## src/rtl/sb_rx_msg_dispatcher_pkg.sv

```systemverilog
// Shared sideband receive types: LTSM/RDI message layouts, field widths,
// the default parity-drop counter width and the queue FSM encoding.
package sb_rx_msg_dispatcher_pkg;

  localparam int SB_MSG_NO_W       = 4;
  localparam int SB_MSG_INFO_W     = 3;
  localparam int SB_DATA_W         = 16;
  localparam int SB_RDI_CODE_W     = 2;
  localparam int SB_RDI_SUB_CODE_W = 4;
  localparam int SB_RDI_INFO_W     = 2;
  localparam int SB_PARITY_CNT_W   = 8;

  typedef struct packed {
    logic [SB_MSG_NO_W-1:0]   msg_no;
    logic [SB_MSG_INFO_W-1:0] msg_info;
    logic [SB_DATA_W-1:0]     data;
  } ltsm_msg_t;

  typedef struct packed {
    logic [SB_RDI_CODE_W-1:0]     code;
    logic [SB_RDI_SUB_CODE_W-1:0] sub_code;
    logic [SB_RDI_INFO_W-1:0]     info;
  } rdi_msg_t;

  typedef enum logic {
    FIFO_EMPTY = 1'b0,
    FIFO_HOLD  = 1'b1
  } fifo_state_e;

endpackage

```

## src/rtl/sb_rx_msg_fifo.sv

```systemverilog
// First-word-fall-through message queue with occupancy counter and a sticky
// overflow flag; fullness is judged on the level before the clock edge.
module sb_rx_msg_fifo
  import sb_rx_msg_dispatcher_pkg::*;
#(
  parameter int WIDTH = 8,
  parameter int DEPTH = 4
) (
  input  logic                     clk,
  input  logic                     rst,
  input  logic                     flush,
  input  logic                     wr_en,
  input  logic [WIDTH-1:0]         wr_data,
  input  logic                     rd_ready,
  output logic                     rd_valid,
  output logic [WIDTH-1:0]         rd_data,
  output logic [$clog2(DEPTH):0]   level,
  output logic                     overflow
);

  localparam int PW = $clog2(DEPTH);
  localparam int LW = PW + 1;

  logic [WIDTH-1:0] mem [DEPTH];
  logic [PW-1:0]    wr_ptr;
  logic [PW-1:0]    rd_ptr;
  logic             full;
  logic             wr_accept;
  logic             pop;
  fifo_state_e      state;
  fifo_state_e      state_nxt;

  assign full      = (level == LW'(DEPTH));
  assign wr_accept = wr_en && !full && !flush;
  assign pop       = rd_valid && rd_ready && !flush;
  assign rd_valid  = (state == FIFO_HOLD);
  // Gate the head so the data outputs read 0 whenever the queue is empty.
  assign rd_data   = rd_valid ? mem[rd_ptr] : '0;

  always_ff @(posedge clk) begin
    if (wr_accept) begin
      mem[wr_ptr] <= wr_data;
    end
  end

  always_ff @(posedge clk or posedge rst) begin
    if (rst) begin
      wr_ptr   <= '0;
      rd_ptr   <= '0;
      level    <= '0;
      overflow <= 1'b0;
    end else if (flush) begin
      wr_ptr   <= '0;
      rd_ptr   <= '0;
      level    <= '0;
      overflow <= 1'b0;
    end else begin
      if (wr_accept) wr_ptr <= wr_ptr + 1'b1;
      if (pop)       rd_ptr <= rd_ptr + 1'b1;
      if (wr_en && full) overflow <= 1'b1;
      case ({wr_accept, pop})
        2'b10:   level <= level + 1'b1;
        2'b01:   level <= level - 1'b1;
        default: level <= level;
      endcase
    end
  end

  always_ff @(posedge clk or posedge rst) begin
    if (rst) begin
      state <= FIFO_EMPTY;
    end else begin
      state <= state_nxt;
    end
  end

  always_comb begin
    state_nxt = state;
    case (state)
      FIFO_EMPTY: if (wr_accept) state_nxt = FIFO_HOLD;
      FIFO_HOLD: begin
        if (flush) begin
          state_nxt = FIFO_EMPTY;
        end else if (pop && !wr_accept && level == LW'(1)) begin
          state_nxt = FIFO_EMPTY;
        end
      end
      default: state_nxt = FIFO_EMPTY;
    endcase
  end

endmodule

```

## src/rtl/sb_rx_msg_dispatcher.sv

```systemverilog
// Sideband receive dispatcher: routes decoded LTSM and RDI messages into two
// independent queues and counts messages dropped for parity errors.
module sb_rx_msg_dispatcher
  import sb_rx_msg_dispatcher_pkg::*;
#(
  parameter int DEPTH = 4,
  parameter int CNT_W = SB_PARITY_CNT_W
) (
  input  logic                          i_clk,
  input  logic                          i_rst,
  input  logic                          i_flush,
  input  logic                          i_msg_valid,
  input  logic [SB_MSG_NO_W-1:0]        i_msg_no,
  input  logic [SB_MSG_INFO_W-1:0]      i_msg_info,
  input  logic [SB_DATA_W-1:0]          i_data,
  input  logic                          i_parity_error,
  input  logic                          i_rdi_msg_valid,
  input  logic [SB_RDI_CODE_W-1:0]      i_rdi_msg_code,
  input  logic [SB_RDI_SUB_CODE_W-1:0]  i_rdi_msg_sub_code,
  input  logic [SB_RDI_INFO_W-1:0]      i_rdi_msg_info,
  input  logic                          i_ltsm_ready,
  input  logic                          i_rdi_ready,
  output logic                          o_ltsm_valid,
  output logic [SB_MSG_NO_W-1:0]        o_ltsm_msg_no,
  output logic [SB_MSG_INFO_W-1:0]      o_ltsm_msg_info,
  output logic [SB_DATA_W-1:0]          o_ltsm_data,
  output logic                          o_rdi_valid,
  output logic [SB_RDI_CODE_W-1:0]      o_rdi_code,
  output logic [SB_RDI_SUB_CODE_W-1:0]  o_rdi_sub_code,
  output logic [SB_RDI_INFO_W-1:0]      o_rdi_info,
  output logic [$clog2(DEPTH):0]        o_ltsm_level,
  output logic [$clog2(DEPTH):0]        o_rdi_level,
  output logic                          o_ltsm_overflow,
  output logic                          o_rdi_overflow,
  output logic [CNT_W-1:0]              o_parity_drop_cnt
);

  ltsm_msg_t  ltsm_wr;
  ltsm_msg_t  ltsm_head;
  rdi_msg_t   rdi_wr;
  rdi_msg_t   rdi_head;
  logic       ltsm_drop;
  logic       rdi_drop;
  logic [1:0] drop_inc;
  logic [CNT_W:0] cnt_sum;

  assign ltsm_wr   = {i_msg_no, i_msg_info, i_data};
  assign rdi_wr    = {i_rdi_msg_code, i_rdi_msg_sub_code, i_rdi_msg_info};
  // The parity flag qualifies whichever messages are present this cycle.
  assign ltsm_drop = i_msg_valid && i_parity_error;
  assign rdi_drop  = i_rdi_msg_valid && i_parity_error;

  sb_rx_msg_fifo #(
    .WIDTH ($bits(ltsm_msg_t)),
    .DEPTH (DEPTH)
  ) u_ltsm_fifo (
    .clk      (i_clk),
    .rst      (i_rst),
    .flush    (i_flush),
    .wr_en    (i_msg_valid && !i_parity_error),
    .wr_data  (ltsm_wr),
    .rd_ready (i_ltsm_ready),
    .rd_valid (o_ltsm_valid),
    .rd_data  (ltsm_head),
    .level    (o_ltsm_level),
    .overflow (o_ltsm_overflow)
  );

  sb_rx_msg_fifo #(
    .WIDTH ($bits(rdi_msg_t)),
    .DEPTH (DEPTH)
  ) u_rdi_fifo (
    .clk      (i_clk),
    .rst      (i_rst),
    .flush    (i_flush),
    .wr_en    (i_rdi_msg_valid && !i_parity_error),
    .wr_data  (rdi_wr),
    .rd_ready (i_rdi_ready),
    .rd_valid (o_rdi_valid),
    .rd_data  (rdi_head),
    .level    (o_rdi_level),
    .overflow (o_rdi_overflow)
  );

  assign o_ltsm_msg_no   = ltsm_head.msg_no;
  assign o_ltsm_msg_info = ltsm_head.msg_info;
  assign o_ltsm_data     = ltsm_head.data;
  assign o_rdi_code      = rdi_head.code;
  assign o_rdi_sub_code  = rdi_head.sub_code;
  assign o_rdi_info      = rdi_head.info;

  // One extra sum bit catches the carry so the counter clamps at all-ones.
  assign drop_inc = {1'b0, ltsm_drop} + {1'b0, rdi_drop};
  assign cnt_sum  = {1'b0, o_parity_drop_cnt} + {{(CNT_W-1){1'b0}}, drop_inc};

  always_ff @(posedge i_clk or posedge i_rst) begin
    if (i_rst) begin
      o_parity_drop_cnt <= '0;
    end else if (i_flush) begin
      o_parity_drop_cnt <= '0;
    end else if (cnt_sum[CNT_W]) begin
      o_parity_drop_cnt <= '1;
    end else begin
      o_parity_drop_cnt <= cnt_sum[CNT_W-1:0];
    end
  end

endmodule

```

## config.mk

```make
export PLATFORM = sky130hd
export DESIGN_NAME = sb_rx_msg_dispatcher
export DESIGN_NICKNAME = d
export VERILOG_FILES = /design/src/rtl/sb_rx_msg_dispatcher_pkg.sv /design/src/rtl/sb_rx_msg_fifo.sv /design/src/rtl/sb_rx_msg_dispatcher.sv
export SDC_FILE = /design/constraint.sdc
export NUM_CORES = 1
export LEC_CHECK = 0
export CORE_ASPECT_RATIO = 0.5
export CORE_MARGIN = 1
export CORE_UTILIZATION = 55
export CTS_BUF_LIST = sky130_fd_sc_hd__clkbuf_8
export DETAILED_ROUTE_END_ITERATION = 8
export PLACE_DENSITY = 0.89
export SLEW_MARGIN = 10
export SYNTH_ARGS = -nofsm -noshare
export SYNTH_HDL_FRONTEND = slang
export SYNTH_SLANG_ARGS = --single-unit
```

## constraint.sdc

```tcl
create_clock -name i_clk -period 4.3 [get_ports i_clk]
set_input_delay 1.075 -clock i_clk [delete_from_list [all_inputs] [get_ports i_clk]]
set_output_delay 1.075 -clock i_clk [all_outputs]
set_load 0.1 [all_outputs]
```

## After elaboration in Yosys (flattened, before gate mapping)

Memory sizes are Yosys's and may differ from the RTL's.
Index checks and enable logic that the tools add are counted.

- Flip-flop bits (word level): 26
- Bits in latches: 0
- Memory bits (writable): 124
- Memory bits (read-only): 0
- Input port bits: 39
- Output and inout port bits: 49
- Word-level logic and storage cells: 95
- Memories: 2

- Add/subtract/negate cells: 10
- Multiply operators: 0
- Div/mod/pow operators: 0
- $lt $le $gt $ge: 0
- Eq/ne operators: 8
- Shifts and indexed selects: 0
- Multiplexer cells: 30
- Bitwise logic cells: 2
- Reduce and logical (&&, ||, !) cells: 32

Memories:

| name | words | bits a word | read ports | clocked after Yosys merged registers in | write ports | line | RTL |
|---|---|---|---|---|---|---|---|
| u_ltsm_fifo.mem | 4 | 23 | 1 | 0 | 1 | sb_rx_msg_fifo.sv:24 | `logic [WIDTH-1:0] mem [DEPTH];` |
| u_rdi_fifo.mem | 4 | 8 | 1 | 0 | 1 | sb_rx_msg_fifo.sv:24 |  |

Operators with widths:

| operator | count |
|---|---|
| $mux W8 | 3 |
| $mux W23 | 1 |
| $logic_and A1 B1 Y1 | 18 |
| $mux W2 | 8 |
| $mux W1 | 12 |
| $pmux W3 S2 | 2 |
| $reduce_bool A2 Y1 | 6 |
| $add A8 B2 Y9 | 1 |
| $add A2 B1 Y2 const B | 4 |
| $add A3 B1 Y3 const B | 2 |
| $eq A3 B1 Y1 const B | 2 |
| $eq A3 B3 Y1 const B | 2 |
| $logic_not A1 Y1 | 6 |
| $mux W3 | 2 |
| $reduce_bool A3 Y1 | 2 |
| $sub A3 B1 Y3 const B | 2 |
| $eq A2 B1 Y1 const B | 2 |
| $eq A2 B2 Y1 const B | 2 |
| $pmux W1 S2 | 2 |
| $add A1 B1 Y2 | 1 |
| $not A1 Y1 | 2 |

## Longest topological paths before layout

- Depth after elaboration: 10
- Depth in mapped cells: 8

## Hierarchy

Synthesis repeated with hierarchy kept, for this count alone.

- Cells, all modules: 368
- Area, all modules: 6383.6 sq um

By module, submodules not included:

| module | instances | cells an instance | area each (sq um) | sequential area each (sq um) |
|---|---|---|---|---|
| sb_rx_msg_fifo at u_ltsm_fifo | 1 | 207 | 4116.4 | 2987.9 |
| sb_rx_msg_fifo at u_rdi_fifo | 1 | 113 | 1813.0 | 1186.1 |
| sb_rx_msg_dispatcher | 1 | 48 | 454.2 | 200.2 |

## Least setup slack after synthesis

OpenSTA, ideal clock, no wires.

- Kind: register -> output
- From: register u_ltsm_fifo.state (netlist: u_ltsm_fifo.rd_valid)
- To: output port o_ltsm_data[10]
- Data arrival time: 2192 ps
- Data required time: 3225 ps
- Slack: 1033 ps
- Stages on the path, launching flop included: 4
- Path through: dfrtp_1 clkbuf_2 clkbuf_1 and2_1

- Cells in the longest elaborated chain, start to end: 1

Ends and longest elaborated chain:

| element | line | RTL |
|---|---|---|
| from (decl) | sb_rx_msg_fifo.sv:30 | `fifo_state_e state;` |
| from (signal assigned) | sb_rx_msg_fifo.sv:73 | `state <= state_nxt;` |
| $mux W23 | sb_rx_msg_fifo.sv:38 | `assign rd_data = rd_valid ? mem[rd_ptr] : '0;` |
| to (decl) | sb_rx_msg_dispatcher.sv:26 | `output logic [SB_DATA_W-1:0] o_ltsm_data,` |

Every way passes these cells.

## Worst setup path in the final report

- From: register u_ltsm_fifo.rd_ptr[0]
- To: output port o_ltsm_data[3]

- Cells in the longest elaborated chain, start to end: 2

Ends and longest elaborated chain:

| element | line | RTL |
|---|---|---|
| from (decl) | sb_rx_msg_fifo.sv:26 | `logic [PW-1:0] rd_ptr;` |
| from (signal assigned) | sb_rx_msg_fifo.sv:59 | `if (pop) rd_ptr <= rd_ptr + 1'b1;` |
| $mem_v2 Z4 W23 | -- |  |
| $mux W23 | sb_rx_msg_fifo.sv:38 |  |

Every way passes these cells.

==> flow_summary.toml <==
[logic_synthesis]
synthCells = 364
synthTopCellsByArea = "edfxtp_1, dfrtp_1, mux4_2, and2_1, ha_1"
ys_warn_count = 0
synth_ff_type = "edfxtp_1"
synth.distinct_cells = 41
syn_area_sq_um = 6290
seq_area_frac_synth = 0.696
synth-edff-count = 124
synth-seq-cells = 150
syn-num-nets = 421
syn_avg_cell_area_sq_um = 17.3
synth-async-reset-ratio = 0.173
yosys.area.top_type = "edfxtp_1"
synth_top_area_frac = 0.592

[sta]
hold_viol_final = 0
finalClockSkew_ps = 11.1
rsz0062_at_grt = "false"
fmax_mhz = 298
min_period_over_period = 0.781
relSlewSlack = 0.314
fin_crit_ps = 3360
holdWs_ps = 510
worstMarginPinSlew_ps = 1030
setup_tns_ps = 0
finalMaxSlewViolations = 0
setup_violations = 0

[final_layout]
insertedDiodeCount = 0
syn2layout_area_growth_pct = 20.5
drive_above_1_share = 0.208
fin_area_sq_um = 7570
nets = 519
n_fill_cell = 721

[critical_path]
slowest_stage = "mux4_1"
crit_buf_inv = 2
crit_fanout = 25
r2r_slack_ps = 1970
cpMostUsedCell = "buf_4"
ff2ff_path_depth = 7
crit_chain = "buf_4 -> mux4_1 -> and2_1 -> buf_4"
crit_family = "multiplexers"
critPathMaxStageDelay_ps = 670
regToRegEndpoint = "u_ltsm_fifo.mem[3][16]$_DFFE_PP_"
reg2reg_from = "u_ltsm_fifo.level[1]$_DFFE_PP0P_"
critPathRequiredTime_ps = 3220
crit_arrival_ps = 2280
critPathKind = "reg2out"
endpoint_kind = "output port"
critPathLaunchType = "register"

[hold_path]
hp-start = "u_ltsm_fifo.overflow$_DFFE_PP0P_"
min_to = "u_ltsm_fifo.overflow$_DFFE_PP0P_"
hp-class = "reg2reg"
whs_path_depth = 2

[grt]
grt_overflow = 0
grt_pass1_vias = 3480
grt_start_max_net_pins = 31
grt_usage = 0.210
grt_pass1_wl_um = 18300
grt_antenna_before_repair = 0

[cts]
root_buffer = "clkbuf_8"
cts_tree = "done"
cts_resized = 0
htreeDepth = 4
clk_pin_slew_worst_paths_ps = 80
clk_path_buf_depth = 2
cts_sinks = 150
cts_buffers = 17
insertion_delay_ps = 440
post_cts_buffers = 0
ctsHoldBuffers = 0

[flow_run]
max_cap_violations = 0

[power_and_ir_drop]
irDropWorstVdd_uv = 213
leakagePower_nw = 2.71
p_per_area_nw_per_um2 = 412

[route]
drcViolationCount = 0
firstDrtPassIters = 4
wl_um = 11700
vias_per_cell = 5.49
ant_nets = 0
avgRoutedWirePerCell_um = 18.9
drt-initial-drc-count = 299
num_vias = 3405

[die]
rows = 27
num_io_pins = 88
fp.dieH_um = 77.6
start_util = 0.569
die_width_um = 153
coreArea_sq_um = 11000
die_area_sq_um = 11900

[place]
dpl-instance-area_sq_um = 7210
post-dp-hpwl_um = 7630
portBuffers = 87
gp_congestion = 0.782

[status]
status = "finished clean"
through the flow:
stage	power [mW]	worst slack (ps)	util	std cells
floorplan	2.02	1030	-	364
global placement	2.14	928	0.653	588
detailed placement	2.16	851	0.653	588
CTS	3.14	912	0.686	620
global route	3.23	831	0.686	620
finish	3.12	943	0.686	620
cells in the mapped netlist, types with 3 or more instances:
cell	count
a21oi_1	12
a31oi_1	4
and2_1	40
buf_2	4
clkbuf_1	7
dfrtp_1	26
edfxtp_1	124
ha_1	17
inv_1	13
mux4_1	5
mux4_2	26
nand2_1	10
nand3_1	8
nand4_1	3
nor2_1	20
nor3_1	5
xnor2_1	6
xor2_1	6
tightest hold or removal path, cell delays in order, from the launching register on:
cell     delay, ps
dfrtp_1        360
a31oi_1         50
nor2_1          70
layer usage:
metal,vias up,global-route usage,share of wire
met5,-,0,0
met3,8,0.0626,0.058
met1,1712,0.261,0.41
met2,116,0.360,0.52
li1,1569,-,-
met4,0,0.0636,0.0092
state kept, by name, indices dropped and copies added, names as in the netlist:
register / flops
o_parity_drop_cnt: 8
u_ltsm_fifo.mem: 92
u_ltsm_fifo.level: 3
u_rdi_fifo.level: 3
u_rdi_fifo.rd_ptr: 2
u_rdi_fifo.overflow: 1
u_ltsm_fifo.wr_ptr: 2
u_ltsm_fifo.overflow: 1
u_rdi_fifo.rd_valid: 1
u_rdi_fifo.wr_ptr: 2
u_ltsm_fifo.rd_ptr: 2
u_rdi_fifo.mem: 32
u_ltsm_fifo.rd_valid: 1
final cells by class:
class	count	area, sq um	share of cell area
flip-flops and latches	150	4370	0.577
multi-input cells	185	1760	0.232
inverters	13	48.8	0.00644
clock buffers	17	234	0.0309
well taps	145	181	0.0240
repair buffers	95	851	0.112
clock inverters	15	129	0.0170
report_power, final:
part           switching, mW  total [mW]  leakage [nW]  internal (mW)
clock network          0.538       0.997         0.181          0.459
registers             0.0338        1.64          1.47           1.61
logic                  0.332       0.481          1.05          0.148
worst max path at each step:
stage	cells past startpoint	end	from
CTS	4	o_ltsm_data[0]	u_ltsm_fifo.rd_ptr[0]$_DFFE_PP0P_
finish	4	o_ltsm_data[3]	u_ltsm_fifo.rd_ptr[0]$_DFFE_PP0P_
detailed placement	6	u_ltsm_fifo.mem[3][10]$_DFFE_PP_	i_parity_error
global placement	6	u_ltsm_fifo.mem[3][10]$_DFFE_PP_	i_msg_valid
floorplan	3	o_ltsm_data[10]	u_ltsm_fifo.rd_valid$_DFF_PP0_
global route	4	o_ltsm_data[0]	u_ltsm_fifo.rd_ptr[0]$_DFFE_PP0P_
placed cells by master, fill, tap and decap left out, types with 2 or more instances in the layout:
| cell | count |
|---|---|
| a21oi_1 | 12 |
| a31oi_1 | 4 |
| and2_1 | 40 |
| buf_4 | 40 |
| clkbuf_8 | 17 |
| clkdlybuf4s50_1 | 55 |
| clkinv_1 | 2 |
| clkinv_2 | 2 |
| clkinv_4 | 2 |
| clkinvlp_4 | 3 |
| dfrtp_1 | 26 |
| edfxtp_1 | 124 |
| ha_1 | 17 |
| inv_1 | 14 |
| inv_6 | 3 |
| mux2i_1 | 2 |
| mux4_1 | 5 |
| mux4_2 | 26 |
| nand2_1 | 10 |
| nand2_2 | 2 |
| nand2b_1 | 2 |
| nand3_1 | 8 |
| nand4_1 | 3 |
| nor2_1 | 20 |
| nor2b_1 | 2 |
| nor3_1 | 5 |
| xnor2_1 | 6 |
| xor2_1 | 6 |
cells by family (layout without fill, tap and decap cells):
family                   count (synthesis)  count (layout)  share of synthesized area
multiplexers                            35              35                      0.121
AO/OA/AOI/OAI                           23              23                     0.0211
flip-flops                             150             150                      0.696
XOR/XNOR                                12              12                     0.0167
buffers and inverters                   29             140                     0.0247
AND/OR/NAND/NOR                         97              97                     0.0838
adder cells (fa/ha/maj)                 18              18                     0.0370
Power figures use the tool's default switching activity.
